File: config.mk
export PLATFORM = sky130hd
export DESIGN_NAME = alu_arbiter_flat
export DESIGN_NICKNAME = d
export VERILOG_FILES = /design/src/rtl/alu_arbiter_if.sv /design/src/rtl/alu_arbiter.sv /design/src/flat_wrapper.sv
export SDC_FILE = /design/constraint.sdc
export NUM_CORES = 1
export LEC_CHECK = 0
export ABC_AREA = 1
export BUFFER_PORTS_ARGS = -buffer_cell sky130_fd_sc_hd__clkbuf_2
export CAP_MARGIN = 5
export CORE_MARGIN = 4
export CORE_UTILIZATION = 40
export CTS_BUF_LIST = sky130_fd_sc_hd__clkbuf_16
export CTS_CLUSTER_SIZE = 16
export DETAILED_ROUTE_END_ITERATION = 16
export MAX_ROUTING_LAYER = met4
export PLACE_DENSITY = 0.77
export SYNTH_ARGS = -nofsm -noshare
export SYNTH_HDL_FRONTEND = slang
export SYNTH_SLANG_ARGS = --single-unit
File: constraint.sdc
create_clock -name i_clk -period 1.17 [get_ports i_clk]
set_input_delay 0.0585 -clock i_clk [delete_from_list [all_inputs] [get_ports i_clk]]
set_output_delay 0.0585 -clock i_clk [all_outputs]
set_load 0.05 [all_outputs]
File: src/rtl/alu_arbiter_if.sv
// Request/response and ALU-side signal bundle for alu_arbiter.
// Signal prefixes are from the arbiter's point of view (i_ = into the arbiter).
interface alu_arbiter_if;
  logic        i_req0_valid;
  logic        o_req0_ready;
  logic [31:0] i_req0_data_1;
  logic [31:0] i_req0_data_2;
  logic [3:0]  i_req0_mode;
  logic        o_rsp0_valid;
  logic        i_rsp0_ready;
  logic [31:0] o_rsp0_data;

  logic        i_req1_valid;
  logic        o_req1_ready;
  logic [31:0] i_req1_data_1;
  logic [31:0] i_req1_data_2;
  logic [3:0]  i_req1_mode;
  logic        o_rsp1_valid;
  logic        i_rsp1_ready;
  logic [31:0] o_rsp1_data;

  logic [31:0] o_alu_data_1;
  logic [31:0] o_alu_data_2;
  logic [3:0]  o_alu_mode;
  logic [31:0] i_alu_data;

  modport slave (
    input  i_req0_valid, i_req0_data_1, i_req0_data_2, i_req0_mode, i_rsp0_ready,
    input  i_req1_valid, i_req1_data_1, i_req1_data_2, i_req1_mode, i_rsp1_ready,
    input  i_alu_data,
    output o_req0_ready, o_rsp0_valid, o_rsp0_data,
    output o_req1_ready, o_rsp1_valid, o_rsp1_data,
    output o_alu_data_1, o_alu_data_2, o_alu_mode
  );

  modport master (
    output i_req0_valid, i_req0_data_1, i_req0_data_2, i_req0_mode, i_rsp0_ready,
    output i_req1_valid, i_req1_data_1, i_req1_data_2, i_req1_mode, i_rsp1_ready,
    output i_alu_data,
    input  o_req0_ready, o_rsp0_valid, o_rsp0_data,
    input  o_req1_ready, o_rsp1_valid, o_rsp1_data,
    input  o_alu_data_1, o_alu_data_2, o_alu_mode
  );
endinterface

File: src/rtl/alu_arbiter.sv
// Two-port arbiter in front of a shared combinational ALU: one op in flight,
// operands registered onto the ALU, result captured and returned per port.
module alu_arbiter #(
  parameter bit FAIR_RR = 1'b1
) (
  input  logic         i_clk,
  input  logic         i_rst_n,
  alu_arbiter_if.slave bus,
  output logic         o_busy,
  output logic [1:0]   o_dbg_state
);

  // valid/ready: a transfer happens on a rising edge where both are high; the
  // sender holds valid and payload stable until then, the receiver samples only on that edge.

  typedef enum logic [1:0] {
    S_IDLE  = 2'd0,
    S_ISSUE = 2'd1,
    S_RESP  = 2'd2
  } state_t;

  state_t      r_state;
  state_t      w_state_nxt;
  logic        r_owner;
  logic        r_last_grant;
  logic [31:0] r_result;
  logic [31:0] r_alu_data_1;
  logic [31:0] r_alu_data_2;
  logic [3:0]  r_alu_mode;

  logic        w_sel;
  logic        w_in_idle;
  logic        w_in_resp;
  logic        w_req_hs;
  logic        w_rsp_hs;
  logic        w_rsp0_valid;
  logic        w_rsp1_valid;

  // Winner selection; only meaningful while at least one port is valid.
  always_comb begin
    w_sel = 1'b0;
    if (bus.i_req0_valid && bus.i_req1_valid) begin
      w_sel = (FAIR_RR != 1'b0) ? ~r_last_grant : 1'b0;
    end else if (bus.i_req1_valid) begin
      w_sel = 1'b1;
    end
  end

  // Reset gates ready so it drops the instant reset asserts, not at the next edge.
  assign w_in_idle = i_rst_n && (r_state == S_IDLE);
  assign w_in_resp = (r_state == S_RESP);
  assign w_req_hs  = w_in_idle && (bus.i_req0_valid || bus.i_req1_valid);
  assign w_rsp_hs  = w_in_resp && (r_owner ? bus.i_rsp1_ready : bus.i_rsp0_ready);

  always_comb begin
    w_state_nxt = r_state;
    case (r_state)
      S_IDLE:  if (w_req_hs) w_state_nxt = S_ISSUE;
      S_ISSUE: w_state_nxt = S_RESP;
      S_RESP:  if (w_rsp_hs) w_state_nxt = S_IDLE;
      default: w_state_nxt = S_IDLE;
    endcase
  end

  always_ff @(posedge i_clk or negedge i_rst_n) begin
    if (!i_rst_n) begin
      r_state <= S_IDLE;
    end else begin
      r_state <= w_state_nxt;
    end
  end

  always_ff @(posedge i_clk or negedge i_rst_n) begin
    if (!i_rst_n) begin
      r_owner      <= 1'b0;
      r_last_grant <= 1'b1;
      r_alu_data_1 <= '0;
      r_alu_data_2 <= '0;
      r_alu_mode   <= '0;
    end else if (w_req_hs) begin
      r_owner      <= w_sel;
      r_last_grant <= w_sel;
      r_alu_data_1 <= w_sel ? bus.i_req1_data_1 : bus.i_req0_data_1;
      r_alu_data_2 <= w_sel ? bus.i_req1_data_2 : bus.i_req0_data_2;
      r_alu_mode   <= w_sel ? bus.i_req1_mode   : bus.i_req0_mode;
    end
  end

  // The ALU sees stable registered operands for the whole ISSUE cycle.
  always_ff @(posedge i_clk or negedge i_rst_n) begin
    if (!i_rst_n) begin
      r_result <= '0;
    end else if (r_state == S_ISSUE) begin
      r_result <= bus.i_alu_data;
    end
  end

  assign w_rsp0_valid = w_in_resp && !r_owner;
  assign w_rsp1_valid = w_in_resp &&  r_owner;

  assign bus.o_req0_ready = w_in_idle && bus.i_req0_valid && !w_sel;
  assign bus.o_req1_ready = w_in_idle && bus.i_req1_valid &&  w_sel;
  assign bus.o_rsp0_valid = w_rsp0_valid;
  assign bus.o_rsp1_valid = w_rsp1_valid;
  assign bus.o_rsp0_data  = w_rsp0_valid ? r_result : '0;
  assign bus.o_rsp1_data  = w_rsp1_valid ? r_result : '0;
  assign bus.o_alu_data_1 = r_alu_data_1;
  assign bus.o_alu_data_2 = r_alu_data_2;
  assign bus.o_alu_mode   = r_alu_mode;

  assign o_busy      = (r_state != S_IDLE);
  assign o_dbg_state = r_state;

  a_single_ready: assert property (@(posedge i_clk) disable iff (!i_rst_n)
    !(bus.o_req0_ready && bus.o_req1_ready));

  a_rsp0_hold: assert property (@(posedge i_clk) disable iff (!i_rst_n)
    (bus.o_rsp0_valid && !bus.i_rsp0_ready) |=> (bus.o_rsp0_valid && $stable(bus.o_rsp0_data)));

  a_rsp1_hold: assert property (@(posedge i_clk) disable iff (!i_rst_n)
    (bus.o_rsp1_valid && !bus.i_rsp1_ready) |=> (bus.o_rsp1_valid && $stable(bus.o_rsp1_data)));

  a_issue_to_resp: assert property (@(posedge i_clk) disable iff (!i_rst_n)
    (r_state == S_ISSUE) |=> (r_state == S_RESP));

endmodule

File: src/flat_wrapper.sv
// flat-port wrapper written by rule: the top's interface ports become plain ports
module alu_arbiter_flat 
#(
  parameter bit FAIR_RR = 1'b1
)
  (i_clk, i_rst_n, o_busy, o_dbg_state, bus_i_req0_valid, bus_i_req0_data_1, bus_i_req0_data_2, bus_i_req0_mode, bus_i_rsp0_ready, bus_i_req1_valid, bus_i_req1_data_1, bus_i_req1_data_2, bus_i_req1_mode, bus_i_rsp1_ready, bus_i_alu_data, bus_o_req0_ready, bus_o_rsp0_valid, bus_o_rsp0_data, bus_o_req1_ready, bus_o_rsp1_valid, bus_o_rsp1_data, bus_o_alu_data_1, bus_o_alu_data_2, bus_o_alu_mode);
  alu_arbiter_if bus_i ();
  input  logic i_clk;
  input  logic i_rst_n;
  output logic o_busy;
  output logic [1:0] o_dbg_state;
  input wire logic [$bits(bus_i.i_req0_valid)-1:0] bus_i_req0_valid;
  input wire logic [$bits(bus_i.i_req0_data_1)-1:0] bus_i_req0_data_1;
  input wire logic [$bits(bus_i.i_req0_data_2)-1:0] bus_i_req0_data_2;
  input wire logic [$bits(bus_i.i_req0_mode)-1:0] bus_i_req0_mode;
  input wire logic [$bits(bus_i.i_rsp0_ready)-1:0] bus_i_rsp0_ready;
  input wire logic [$bits(bus_i.i_req1_valid)-1:0] bus_i_req1_valid;
  input wire logic [$bits(bus_i.i_req1_data_1)-1:0] bus_i_req1_data_1;
  input wire logic [$bits(bus_i.i_req1_data_2)-1:0] bus_i_req1_data_2;
  input wire logic [$bits(bus_i.i_req1_mode)-1:0] bus_i_req1_mode;
  input wire logic [$bits(bus_i.i_rsp1_ready)-1:0] bus_i_rsp1_ready;
  input wire logic [$bits(bus_i.i_alu_data)-1:0] bus_i_alu_data;
  output wire logic [$bits(bus_i.o_req0_ready)-1:0] bus_o_req0_ready;
  output wire logic [$bits(bus_i.o_rsp0_valid)-1:0] bus_o_rsp0_valid;
  output wire logic [$bits(bus_i.o_rsp0_data)-1:0] bus_o_rsp0_data;
  output wire logic [$bits(bus_i.o_req1_ready)-1:0] bus_o_req1_ready;
  output wire logic [$bits(bus_i.o_rsp1_valid)-1:0] bus_o_rsp1_valid;
  output wire logic [$bits(bus_i.o_rsp1_data)-1:0] bus_o_rsp1_data;
  output wire logic [$bits(bus_i.o_alu_data_1)-1:0] bus_o_alu_data_1;
  output wire logic [$bits(bus_i.o_alu_data_2)-1:0] bus_o_alu_data_2;
  output wire logic [$bits(bus_i.o_alu_mode)-1:0] bus_o_alu_mode;
  assign bus_i.i_req0_valid = bus_i_req0_valid;
  assign bus_i.i_req0_data_1 = bus_i_req0_data_1;
  assign bus_i.i_req0_data_2 = bus_i_req0_data_2;
  assign bus_i.i_req0_mode = bus_i_req0_mode;
  assign bus_i.i_rsp0_ready = bus_i_rsp0_ready;
  assign bus_i.i_req1_valid = bus_i_req1_valid;
  assign bus_i.i_req1_data_1 = bus_i_req1_data_1;
  assign bus_i.i_req1_data_2 = bus_i_req1_data_2;
  assign bus_i.i_req1_mode = bus_i_req1_mode;
  assign bus_i.i_rsp1_ready = bus_i_rsp1_ready;
  assign bus_i.i_alu_data = bus_i_alu_data;
  assign bus_o_req0_ready = bus_i.o_req0_ready;
  assign bus_o_rsp0_valid = bus_i.o_rsp0_valid;
  assign bus_o_rsp0_data = bus_i.o_rsp0_data;
  assign bus_o_req1_ready = bus_i.o_req1_ready;
  assign bus_o_rsp1_valid = bus_i.o_rsp1_valid;
  assign bus_o_rsp1_data = bus_i.o_rsp1_data;
  assign bus_o_alu_data_1 = bus_i.o_alu_data_1;
  assign bus_o_alu_data_2 = bus_i.o_alu_data_2;
  assign bus_o_alu_mode = bus_i.o_alu_mode;
  alu_arbiter #(.FAIR_RR(FAIR_RR)) u_core (.i_clk(i_clk), .i_rst_n(i_rst_n), .bus(bus_i), .o_busy(o_busy), .o_dbg_state(o_dbg_state));
endmodule
==> impl_metrics.env <==
export IMPL_setup_slack_ns=-0.511
export IMPL_grt_pass1_vias=6554
export IMPL_seq_area_sq_um=2610
export IMPL_maxCapViolations=0
export IMPL_dp_cells=1259
export IMPL_portBuffers=312
export IMPL_path_class="reg2out"
export IMPL_ios=313
export IMPL_status="complete, but fails checks"
export IMPL_slowest_delay_ns=0.43
export IMPL_die_w_microns=124
export IMPL_dpl_cell_area_sq_um=8070
export IMPL_worstHoldStart="bus_i_req0_data_2[6]"
export IMPL_crit_required_ns=1.11
export IMPL_cp_cell_sequence="inv_2, nand2_2, nor2_4, inv_4, buf_4, nor2_4, buf_8"
export IMPL_synthesis_nets=955
export IMPL_cts_buffers=9
export IMPL_viasPerCell=4.90
export IMPL_setup_violations_final=174
export IMPL_clkTransAtPathRegs_ns=0.07
export IMPL_crit_fanout=6
export IMPL_drt_iter0_drc=436
export IMPL_netlist_area_sq_um=5430
export IMPL_die_area_sq_um=15500
export IMPL_ant_nets=0
export IMPL_syn_to_final_growth_pct=85.2
export IMPL_syn_avg_cell_area_sq_um=6.95
export IMPL_setup_tns_final_ns=-74.61
export IMPL_rr_startpoint="u_core.o_dbg_state[0]"
export IMPL_max_slew_margin=0.636
export IMPL_cts_sinks=104
export IMPL_clockRootBuffer="clkbuf_16"
export IMPL_yosysTopAreaCell="dfrtp_1"
export IMPL_htreeDepth=3
export IMPL_slew_viol_final=0
export IMPL_synth_cells=781
export IMPL_finClkSkew_ns=0.0108
export IMPL_worstSkewPairLatency_ns=0.34
export IMPL_yosysSeqAreaShare=0.480
export IMPL_cts_tree="done"
export IMPL_fin_crit_ns=1.68
export IMPL_core_area_sq_um=13200
export IMPL_initial_utilization=0.410
export IMPL_worst_pin_slew_ns=0.546
export IMPL_first_pass_iters=5
export IMPL_rsz0062_at_grt="true"
export IMPL_cpLargestDelayFamily="buffers and inverters"
export IMPL_synth_top_area_frac=0.475
export IMPL_synth_cell_types=20
export IMPL_placementRows=42
export IMPL_pre_cts_slack_ns=-0.229
export IMPL_netlist_top_cells_area="dfrtp_1 47%, nand2_1 26%, nand3_1 6.4%"
export IMPL_hpwl_microns=13600
export IMPL_cpMostUsedCell="nor2_4"
export IMPL_grt_usage=0.280
export IMPL_worstSetupEndpointType="output port"
export IMPL_postLayoutCellArea_sq_um=10100
export IMPL_grt_overflow_total=0
export IMPL_wire_per_inst_microns=17.3
export IMPL_clock_path_buffers=2
export IMPL_cp_data_arrival_time_ns=1.62
export IMPL_p_total_mw=27.7
export IMPL_fillers=887
export IMPL_hold_worst_slack_ns=0.0110
export IMPL_routed_wl_microns=23300
export IMPL_p_leak_nw=5.52
export IMPL_hold_viol=0
export IMPL_grt_max_degree=105
export IMPL_vdd_drop_max_uv=1730
export IMPL_grt_pass1_wl_microns=34100
export IMPL_final_cells=1349
export IMPL_drc=0
export IMPL_gp_routability_congestion=0.880
export IMPL_critPathLaunch="u_core.o_dbg_state[0]"
export IMPL_antenna_found_initial=2
export IMPL_nets=1340
export IMPL_slowest_stage="dfrtp_2"
export IMPL_period_share=1.44
export IMPL_ys_ff_latch=104
export IMPL_finish_utilization=0.759
export IMPL_die_h_microns=124
export IMPL_powerDensity_nw_per_um2=2760
export IMPL_hp_class="in2reg"
export IMPL_worst_setup_path_start_kind="flip-flop"
export IMPL_drive_gt1_frac=0.429
export IMPL_violations="negative setup slack"
export IMPL_vias=6616
export IMPL_multi_input_area_sq_um=2860
export IMPL_fmax_ghz=0.595
export IMPL_yosysWarnings=0
export IMPL_critical_path_buf_inv_count=4
-- cells by family (layout without fill, tap and decap cells) --
| family | after synthesis | after routing | share of synthesized area |
|---|---|---|---|
| AND/OR/NAND/NOR | 520 | 520 | 0.382 |
| buffers and inverters | 121 | 511 | 0.101 |
| flip-flops | 104 | 104 | 0.480 |
| AO/OA/AOI/OAI | 36 | 36 | 0.0374 |
| other | 0 | 2 | 0 |
-- metal layers --
metal,vias to the layer above,share of wire,GRT usage
li1,3131,-,-
met1,3032,0.38,0.327
met5,-,0,-
met2,383,0.51,0.479
met4,0,0.040,0.119
met3,70,0.072,0.0450
-- registers in the layout, summed over array words and instances, names as in the netlist --
name	flops
u_core.bus.o_alu_data_1	32
u_core.o_dbg_state	2
u_core.bus.o_alu_data_2	32
u_core.r_result	32
u_core.r_owner	1
u_core.bus.o_alu_mode	4
u_core.r_last_grant	1
-- area by class of cell --
cell class / count / area share
Timing Repair Buffer: 423 / 0.373
Multi-Input combinational cell: 556 / 0.285
Sequential cell: 104 / 0.259
Inverter: 72 / 0.0275
Clock buffer: 9 / 0.0224
Tap cell: 176 / 0.0219
Clock inverter: 7 / 0.0111
Antenna cell: 2 / 0.000498
-- cell usage after synthesis (all sizes together) --
| cell type | count |
|---|---|
| buf | 36 |
| clkbuf | 13 |
| dfrtp | 103 |
| dfstp | 1 |
| inv | 72 |
| nand2 | 380 |
| nand3 | 70 |
| nor2 | 68 |
| nor3b | 1 |
| o21ai | 36 |
| or2 | 1 |
-- worst min-delay path: stages --
cell and delay (ns):
clkbuf_2 0.08, nand2_1 0.04, nand2_1 0.05, nand2_1 0.05
nand2_1 0.05
-- worst paths after layout --
| check | to | slack (ns) | cells after the start |
|---|---|---|---|
| min in group asynchronous | u_core.bus.o_alu_data_2[25] | 0.46 | 3 |
| worst max register to register | u_core.bus.o_alu_data_2[23] | -0.48 | 9 |
| max in group asynchronous | u_core.r_owner | 0.30 | 3 |
| worst min-delay path | u_core.bus.o_alu_data_2[6] | 0.01 | 5 |
| worst max-delay path | bus_o_rsp0_data[7] | -0.51 | 7 |
| worst min register to register | u_core.bus.o_alu_data_1[12] | 0.48 | 2 |
-- power by group --
group / internal [mW] / total, mW / switching, mW
clock: 2.08 / 3.39 / 1.31
combinational: 5.68 / 17.7 / 12.0
sequential: 5.39 / 6.63 / 1.24
-- cell usage in the layout (no fill, tap or decap), drive strengths merged --
cell type,n
buf,141
bufinv,3
clkbuf,254
clkinv,3
clkinvlp,1
dfrtp,103
dfstp,1
diode,2
dlygate4sd3,37
inv,72
nand2,380
nand3,70
nor2,68
nor3b,1
o21ai,36
or2,1
-- timing repair --
item                                    4_1_cts  5_1_grt
hold endpoints to repair                    139        0
buffers inserted                             19        6
endpoints found under the setup margin      172      174
pin swaps                                     8        0
cloned                                        8        3
resized for setup                           149       73
hold buffers                                 37        0
Power figures use the tool's default switching activity.
